## src/rtl/nv_nvdla_cvif_client_wr_pack_if.sv

```systemverilog
// Command / data / packet handshake bundle for one CVIF write client port.
interface nv_nvdla_cvif_client_wr_pack_if;
    logic         cmd_valid;
    logic         cmd_ready;
    logic [63:0]  cmd_addr;
    logic [12:0]  cmd_size;
    logic         cmd_require_ack;
    logic         dat_valid;
    logic         dat_ready;
    logic [511:0] dat_data;
    logic         wr_req_valid;
    logic         wr_req_ready;
    logic [514:0] wr_req_pd;

    // client side: produces commands and data, consumes packets
    modport master (
        output cmd_valid, cmd_addr, cmd_size, cmd_require_ack,
        input  cmd_ready,
        output dat_valid, dat_data,
        input  dat_ready,
        input  wr_req_valid, wr_req_pd,
        output wr_req_ready
    );

    // packer side
    modport slave (
        input  cmd_valid, cmd_addr, cmd_size, cmd_require_ack,
        output cmd_ready,
        input  dat_valid, dat_data,
        output dat_ready,
        output wr_req_valid, wr_req_pd,
        input  wr_req_ready
    );
endinterface

```

## src/rtl/nv_nvdla_cvif_client_wr_pack.sv

```systemverilog
// Client write packetizer: one command packet followed by its data packets,
// through a single-entry output register, plus outstanding-ack accounting.
module nv_nvdla_cvif_client_wr_pack #(
    parameter int ACK_W = 8
) (
    input  logic                         nvdla_core_clk,
    input  logic                         nvdla_core_rst,
    nv_nvdla_cvif_client_wr_pack_if.slave wr_if,
    input  logic                         wr_rsp_complete,
    output logic [ACK_W-1:0]             ack_cnt,
    output logic                         wr_idle,
    output logic                         err_rsp_underflow
);

    localparam logic [ACK_W-1:0] ACK_ONE = ACK_W'(1);
    localparam logic [ACK_W-1:0] ACK_MAX = '1;

    typedef enum logic {IDLE = 1'b0, DATA = 1'b1} state_t;

    state_t       state, state_nxt;
    logic [11:0]  beat_cnt, beat_cnt_nxt;
    logic [1:0]   last_mask, last_mask_nxt;
    logic         req_valid;
    logic [514:0] req_pd;
    logic         can_load;
    logic         cmd_ready, dat_ready;
    logic         cmd_acc, dat_acc, ack_inc;

    // the output register can take a new packet when empty or draining this cycle
    assign can_load = !req_valid || wr_if.wr_req_ready;
    assign cmd_acc  = wr_if.cmd_valid && cmd_ready;
    assign dat_acc  = wr_if.dat_valid && dat_ready;
    assign ack_inc  = cmd_acc && wr_if.cmd_require_ack;

    assign wr_if.cmd_ready    = cmd_ready;
    assign wr_if.dat_ready    = dat_ready;
    assign wr_if.wr_req_valid = req_valid;
    assign wr_if.wr_req_pd    = req_pd;

    assign wr_idle = (state == IDLE) && !req_valid && (ack_cnt == '0);

    // state register
    always_ff @(posedge nvdla_core_clk or posedge nvdla_core_rst) begin
        if (nvdla_core_rst) begin
            state     <= IDLE;
            beat_cnt  <= '0;
            last_mask <= 2'b01;
        end else begin
            state     <= state_nxt;
            beat_cnt  <= beat_cnt_nxt;
            last_mask <= last_mask_nxt;
        end
    end

    // next state and handshake readies; a full ack counter gates every command
    always_comb begin
        state_nxt     = state;
        beat_cnt_nxt  = beat_cnt;
        last_mask_nxt = last_mask;
        cmd_ready     = 1'b0;
        dat_ready     = 1'b0;
        case (state)
            IDLE: begin
                cmd_ready = can_load && (ack_cnt != ACK_MAX);
                if (wr_if.cmd_valid && cmd_ready) begin
                    beat_cnt_nxt  = wr_if.cmd_size[12:1];
                    last_mask_nxt = wr_if.cmd_size[0] ? 2'b11 : 2'b01;
                    state_nxt     = DATA;
                end
            end
            DATA: begin
                dat_ready = can_load;
                if (wr_if.dat_valid && dat_ready) begin
                    if (beat_cnt == '0) state_nxt = IDLE;
                    else                beat_cnt_nxt = beat_cnt - 12'd1;
                end
            end
            default: state_nxt = IDLE;
        endcase
    end

    // output packet register; pd holds while stalled, only the valid drops on drain
    always_ff @(posedge nvdla_core_clk or posedge nvdla_core_rst) begin
        if (nvdla_core_rst) begin
            req_valid <= 1'b0;
            req_pd    <= '0;
        end else if (cmd_acc) begin
            req_valid <= 1'b1;
            req_pd    <= {1'b0, 436'b0, wr_if.cmd_require_ack, wr_if.cmd_size, wr_if.cmd_addr};
        end else if (dat_acc) begin
            req_valid <= 1'b1;
            req_pd    <= {1'b1, (beat_cnt != '0) ? 2'b11 : last_mask, wr_if.dat_data};
        end else if (can_load) begin
            req_valid <= 1'b0;
        end
    end

    // outstanding acked writes; a completion with nothing outstanding is flagged, not counted
    always_ff @(posedge nvdla_core_clk or posedge nvdla_core_rst) begin
        if (nvdla_core_rst) begin
            ack_cnt           <= '0;
            err_rsp_underflow <= 1'b0;
        end else if (wr_rsp_complete && (ack_cnt == '0)) begin
            err_rsp_underflow <= 1'b1;
            if (ack_inc) ack_cnt <= ack_cnt + ACK_ONE;
        end else if (wr_rsp_complete && !ack_inc) begin
            ack_cnt <= ack_cnt - ACK_ONE;
        end else if (!wr_rsp_complete && ack_inc) begin
            ack_cnt <= ack_cnt + ACK_ONE;
        end
    end

endmodule

```

## src/flat_wrapper.sv

```systemverilog
// flat-port wrapper written by rule: the top's interface ports become plain ports
module nv_nvdla_cvif_client_wr_pack_flat 
#(
    parameter int ACK_W = 8
)
  (nvdla_core_clk, nvdla_core_rst, wr_rsp_complete, ack_cnt, wr_idle, err_rsp_underflow, wr_if_cmd_valid, wr_if_cmd_addr, wr_if_cmd_size, wr_if_cmd_require_ack, wr_if_cmd_ready, wr_if_dat_valid, wr_if_dat_data, wr_if_dat_ready, wr_if_wr_req_valid, wr_if_wr_req_pd, wr_if_wr_req_ready);
  nv_nvdla_cvif_client_wr_pack_if wr_if_i ();
  input  logic nvdla_core_clk;
  input  logic nvdla_core_rst;
  input  logic wr_rsp_complete;
  output logic [ACK_W-1:0] ack_cnt;
  output logic wr_idle;
  output logic err_rsp_underflow;
  input wire logic [$bits(wr_if_i.cmd_valid)-1:0] wr_if_cmd_valid;
  input wire logic [$bits(wr_if_i.cmd_addr)-1:0] wr_if_cmd_addr;
  input wire logic [$bits(wr_if_i.cmd_size)-1:0] wr_if_cmd_size;
  input wire logic [$bits(wr_if_i.cmd_require_ack)-1:0] wr_if_cmd_require_ack;
  output wire logic [$bits(wr_if_i.cmd_ready)-1:0] wr_if_cmd_ready;
  input wire logic [$bits(wr_if_i.dat_valid)-1:0] wr_if_dat_valid;
  input wire logic [$bits(wr_if_i.dat_data)-1:0] wr_if_dat_data;
  output wire logic [$bits(wr_if_i.dat_ready)-1:0] wr_if_dat_ready;
  output wire logic [$bits(wr_if_i.wr_req_valid)-1:0] wr_if_wr_req_valid;
  output wire logic [$bits(wr_if_i.wr_req_pd)-1:0] wr_if_wr_req_pd;
  input wire logic [$bits(wr_if_i.wr_req_ready)-1:0] wr_if_wr_req_ready;
  assign wr_if_i.cmd_valid = wr_if_cmd_valid;
  assign wr_if_i.cmd_addr = wr_if_cmd_addr;
  assign wr_if_i.cmd_size = wr_if_cmd_size;
  assign wr_if_i.cmd_require_ack = wr_if_cmd_require_ack;
  assign wr_if_cmd_ready = wr_if_i.cmd_ready;
  assign wr_if_i.dat_valid = wr_if_dat_valid;
  assign wr_if_i.dat_data = wr_if_dat_data;
  assign wr_if_dat_ready = wr_if_i.dat_ready;
  assign wr_if_wr_req_valid = wr_if_i.wr_req_valid;
  assign wr_if_wr_req_pd = wr_if_i.wr_req_pd;
  assign wr_if_i.wr_req_ready = wr_if_wr_req_ready;
  nv_nvdla_cvif_client_wr_pack #(.ACK_W(ACK_W)) u_core (.nvdla_core_clk(nvdla_core_clk), .nvdla_core_rst(nvdla_core_rst), .wr_if(wr_if_i), .wr_rsp_complete(wr_rsp_complete), .ack_cnt(ack_cnt), .wr_idle(wr_idle), .err_rsp_underflow(err_rsp_underflow));
endmodule
```

## config.mk

```make
export PLATFORM = sky130hd
export DESIGN_NAME = nv_nvdla_cvif_client_wr_pack_flat
export DESIGN_NICKNAME = d
export VERILOG_FILES = /design/src/rtl/nv_nvdla_cvif_client_wr_pack_if.sv /design/src/rtl/nv_nvdla_cvif_client_wr_pack.sv /design/src/flat_wrapper.sv
export SDC_FILE = /design/constraint.sdc
export NUM_CORES = 1
export LEC_CHECK = 0
export CAP_MARGIN = 30
export CORE_AREA = 2 2 441 443
export CTS_BUF_LIST = sky130_fd_sc_hd__clkbuf_16
export DETAILED_ROUTE_END_ITERATION = 6
export DIE_AREA = 0 0 443 445
export PLACE_DENSITY_LB_ADDON = 0.08
export REMOVE_ABC_BUFFERS = 1
export SYNTH_ARGS = -nofsm -noshare
export SYNTH_HDL_FRONTEND = slang
export SYNTH_SLANG_ARGS = --single-unit
export TNS_END_PERCENT = 1
```

## constraint.sdc

```tcl
create_clock -name nvdla_core_clk -period 25.1 [get_ports nvdla_core_clk]
set_clock_uncertainty 0.2 [all_clocks]
set_input_delay 5.02 -clock nvdla_core_clk [delete_from_list [all_inputs] [get_ports nvdla_core_clk]]
set_output_delay 5.02 -clock nvdla_core_clk [all_outputs]
set_load 0.005 [all_outputs]
```

=== Word level (Yosys, flattened, before mapping) ===
Cells that the tools add are included.

* Register bits: 540
* Bits of input ports: 596
* Output and inout port bits: 528

* $add $sub $neg: 3
* Equality and inequality tests: 5
* Muxes and demuxes: 21
* Bitwise logic cells: 1
* Reductions and logical operators: 24

{| class="wikitable"
|+ Operator list
! cell !! count
|-
| two-way mux 515 bit || 2
|-
| two-way mux 12 bit || 3
|-
| two-way mux 8 bit || 4
|-
| case mux 12 bit (2 select lines) || 1
|-
| zero test 12 bit || 1
|-
| nonzero test 12 bit || 1
|-
| subtractor 12 x 1 -> 12 bit (second input constant) || 1
|-
| logical AND 1 bit || 11
|-
| adder 8 x 1 -> 8 bit (second input constant) || 1
|-
| zero test 8 bit || 1
|-
| two-way mux 1 bit || 8
|-
| inequality test 8 bit (second input constant) || 1
|-
| subtractor 8 x 1 -> 8 bit (second input constant) || 1
|-
| inequality test 2 bit (second input constant) || 3
|-
| nonzero test 3 bit || 2
|-
| two-way mux 2 bit || 2
|-
| AND reduction 2 bit || 2
|-
| zero test 1 bit || 3
|-
| AND reduction 3 bit || 1
|-
| inequality test 2 x 1 -> 1 bit (second input constant) || 1
|-
| case mux 1 bit (2 select lines) || 1
|-
| nonzero test 2 bit || 1
|-
| logical OR 1 bit || 1
|-
| inverter 1 bit || 1
|}

=== Longest topological paths before layout ===
* Depth in word-level cells: 10
* Mapped depth: 12

=== Least setup slack after synthesis ===
OpenSTA, ideal clock, no wires.

* Path kind: input -> output
* Start: input port wr_if_wr_req_ready
* End: output port wr_if_cmd_ready
* Arrival: 5504 ps
* Path slack: 14376 ps
* Cell stages on the path: 4
* Path buffers: 1
* Path through: nand2b_1 buf_2 inv_1 nor3_1

* Longest elaborated chain between the ends: 3

{| class="wikitable"
|+ RTL lines
! what !! RTL line !! RTL
|-
| start, declared || flat_wrapper.sv:24 || <nowiki>input wire logic [$bits(wr_if_i.wr_req_ready)-1:0] wr_if_wr_req_ready;</nowiki>
|-
| logical OR 1 bit || nv_nvdla_cvif_client_wr_pack.sv:30 || <nowiki>assign can_load = !req_valid || wr_if.wr_req_ready;</nowiki>
|-
| logical AND 1 bit || nv_nvdla_cvif_client_wr_pack.sv:64 || <nowiki>cmd_ready = can_load && (ack_cnt != ACK_MAX);</nowiki>
|-
| two-way mux 1 bit || nv_nvdla_cvif_client_wr_pack.sv:62 || <nowiki>case (state)</nowiki>
|-
| end, declared || flat_wrapper.sv:18 || <nowiki>output wire logic [$bits(wr_if_i.cmd_ready)-1:0] wr_if_cmd_ready;</nowiki>
|}

Every way passes these cells.

=== Worst setup path in the final report ===
Ends and elaborated chain as after synthesis.

==> impl_metrics.tcl <==
set metrics [dict create \
    yosysTopAreaCell "dfrtp_1" \
    synth_cell_type_count 63 \
    r2r_slack_ns 20.13 \
    max-cap-violations 0 \
    wirelength_mm 137 \
    place_congestion 0.761 \
    hold_violations 0 \
    combPwrFrac 0.334 \
    path_clk_slew_ns 0.05 \
    drtIter0Drc 1107 \
    ctsResizeCount 0 \
    p_clk_frac 0.311 \
    endpoint_kind "primary output" \
    root_buffer "clkbuf_16" \
    fin_hold_ws_ns 0.285 \
    async_flop_share 1.00 \
    avgSynthCellArea_um2 9.13 \
    final_area_um2 38700 \
    die-area_um2 197000 \
    cts_num_sinks 538 \
    finalSetupTns_ns 0 \
    hp-start "u_core.err_rsp_underflow" \
    power.internal_w 0.00234 \
    grt_pass1_wl_mm 190 \
    timing.rr.end "u_core.wr_if.wr_req_pd[169]" \
    required_ns 19.88 \
    crit_end "wr_if_cmd_ready" \
    rsz0062_at_grt "false" \
    antenna_violating_nets_post_route 0 \
    critPathMaxFanout 9 \
    synthCells 2447 \
    r2r-start "u_core.ack_cnt[1]" \
    cp-startpoint "wr_if_wr_req_ready" \
    yosysTopAreaCellShare 0.603 \
    numCtsBuffers 80 \
    vias 21800 \
    num_io_pins 1124 \
    seq_power_share 0.356 \
    start_util 0.116 \
    die_w_um 443 \
    dr.pass1.iters 4 \
    switching_power_w 0.00117 \
    ys_warn_count 0 \
    slew_viol_final 0 \
    tightestPinTransition_ns 0.970 \
    dpl_cell_area_um2 36100 \
    cp.arrival_ns 6.70 \
    yosysSeqAreaShare 0.603 \
    max-slew-margin-rel 0.353 \
    core_um2 192000 \
    switching_share 0.334 \
    synth_edf_count 0 \
    netlist_top_cells_area "dfrtp_1 60%, nand2_1 16%, nand3_1 11%, a22oi_1 2.4%, clkbuf_1 1.6%" \
    setup_violations 0 \
    antenna_found_initial 33 \
    grt_pass1_vias 22700 \
    numPortBuffers 1123 \
    max_freq_ghz 0.0839 \
    r2r_cells 9 \
    drc 0 \
    status "complete, no violations" \
    die_h_um 445 \
    period_share 0.475 \
    vias_per_cell 3.57 \
    cts_buffer_depth 3 \
    synthToLayoutAreaGrowth_pct 73.2 \
    startpoint_type "input pin" \
    grt_usage 0.134 \
    nets 4092 \
    cts_setup_buffers 0 \
    synth_seq_cells 538 \
    dp_hpwl_mm 99.6 \
    path_class "input pin to primary output" \
    p_per_area_nw_per_um2 90.8 \
    insertion_delay_ns 0.69 \
    min_path_type "flop to flop" \
    cts_tree "built" \
    overflow 0 \
    wl_per_cell_um 22.4 \
    syn-cell-area_um2 22300 \
    hold_depth 1 \
    grt_max_degree 152 \
    power_leakage_nw 17.3 \
    worst_ir_drop_vdd_mv 0.0460 \
    htree_num_levels 3 \
    row_count 161 \
    ys.flop_type "dfrtp_1" \
    drive_above_1_share 0.0411 \
    fin_crit_ns 11.92 \
    cts_hold_buf 0 \
]
==> worst min-delay path by stage <==
stage | to | slack (ns)
3_5_place_dp | u_core.err_rsp_underflow | 0.26
6_report | u_core.err_rsp_underflow | 0.29
2_1_floorplan | u_core.last_mask[1] | 0.25
3_3_place_gp | u_core.err_rsp_underflow | 0.27
5_1_grt | u_core.err_rsp_underflow | 0.30
4_1_cts | u_core.last_mask[1] | 0.28
==> critical path: stages <==
cell and delay [ns]:
clkdlybuf4s50_1 0.45, nand2b_1 0.40, inv_1 0.11, nor3_1 0.19
clkdlybuf4s50_1 0.53
==> cell families after synthesis <==
| logic type | synth area share |
|---|---|
| adder cells (fa/ha/maj) | 0.00280 |
| buffers and inverters | 0.0469 |
| AO/OA/AOI/OAI | 0.0516 |
| AND/OR/NAND/NOR | 0.292 |
| flip-flops | 0.603 |
| multiplexers | 0.00280 |
| XOR/XNOR | 0.00118 |
==> metrics by stage <==
step	worst slack, ns	total power [W]	cells	utilization
2_1_floorplan	0.340	0.00174	2249	-
3_3_place_gp	13.11	0.00247	5930	0.188
3_5_place_dp	13.17	0.00247	5933	0.188
4_1_cts	13.15	0.00361	6075	0.201
5_1_grt	13.08	0.00375	6096	0.201
6_report	13.18	0.00351	6100	0.201
==> cell usage after synthesis, drive strengths merged (5+ instances only) <==
cell / count
buf: 101
dfrtp: 538
clkbuf: 97
nor2b: 6
nor2: 17
nor3: 10
ha: 5
o21ai: 15
o22ai: 5
nand2: 957
inv: 14
a311oi: 5
and3: 5
a31oi: 10
a22oi: 71
nand3: 512
a21oi: 6
a22o: 5
==> placed cells by master (no fill, tap or decap), types with 15 or more instances in the layout <==
cell	count
clkinv_1	16
nor2_1	17
o21ai_0	15
a22oi_1	71
clkdlybuf4s50_1	1123
inv_1	43
nand3_1	511
diode_2	23
buf_4	29
clkbuf_16	81
dfrtp_1	538
nand2_1	957
==> power by group through the flow <==
stage / registers, W / logic [W] / clock network [W]
floorplan: 0.00127 / 0.000469 / 0
global placement: 0.00126 / 0.00121 / 0
detailed placement: 0.00126 / 0.00120 / 0
CTS: 0.00125 / 0.00121 / 0.00115
global route: 0.00128 / 0.00128 / 0.00118
finish: 0.00125 / 0.00117 / 0.00109
==> per-layer routing <==
layer | vias to the layer above | GRT usage | part of all wire
li1 | 10200 | - | -
met2 | 650 | 0.224 | 0.50
met3 | 163 | 0.0518 | 0.077
met5 | - | 0 | 0.00081
met4 | 18 | 0.0443 | 0.024
met1 | 10700 | 0.157 | 0.40
==> flip-flops by register name, summed over array words and instances (netlist names) <==
signal and cells:
u_core.state 1, u_core.beat_cnt 12, u_core.wr_if.wr_req_valid 1, u_core.wr_if.wr_req_pd 514, u_core.last_mask 1, u_core.err_rsp_underflow 1
u_core.ack_cnt 8
==> final cells by class <==
type,count,area (um^2)
fill,21300,153000
inverter,15,63.8
tap,2526,3160
sequential,538,13500
timing repair buffer,1160,11600
clock inverter,61,410
multi-input combinational,1696,7860
antenna,23,57.6
clock buffer,81,2030
(Power assumes the default switching activity.)
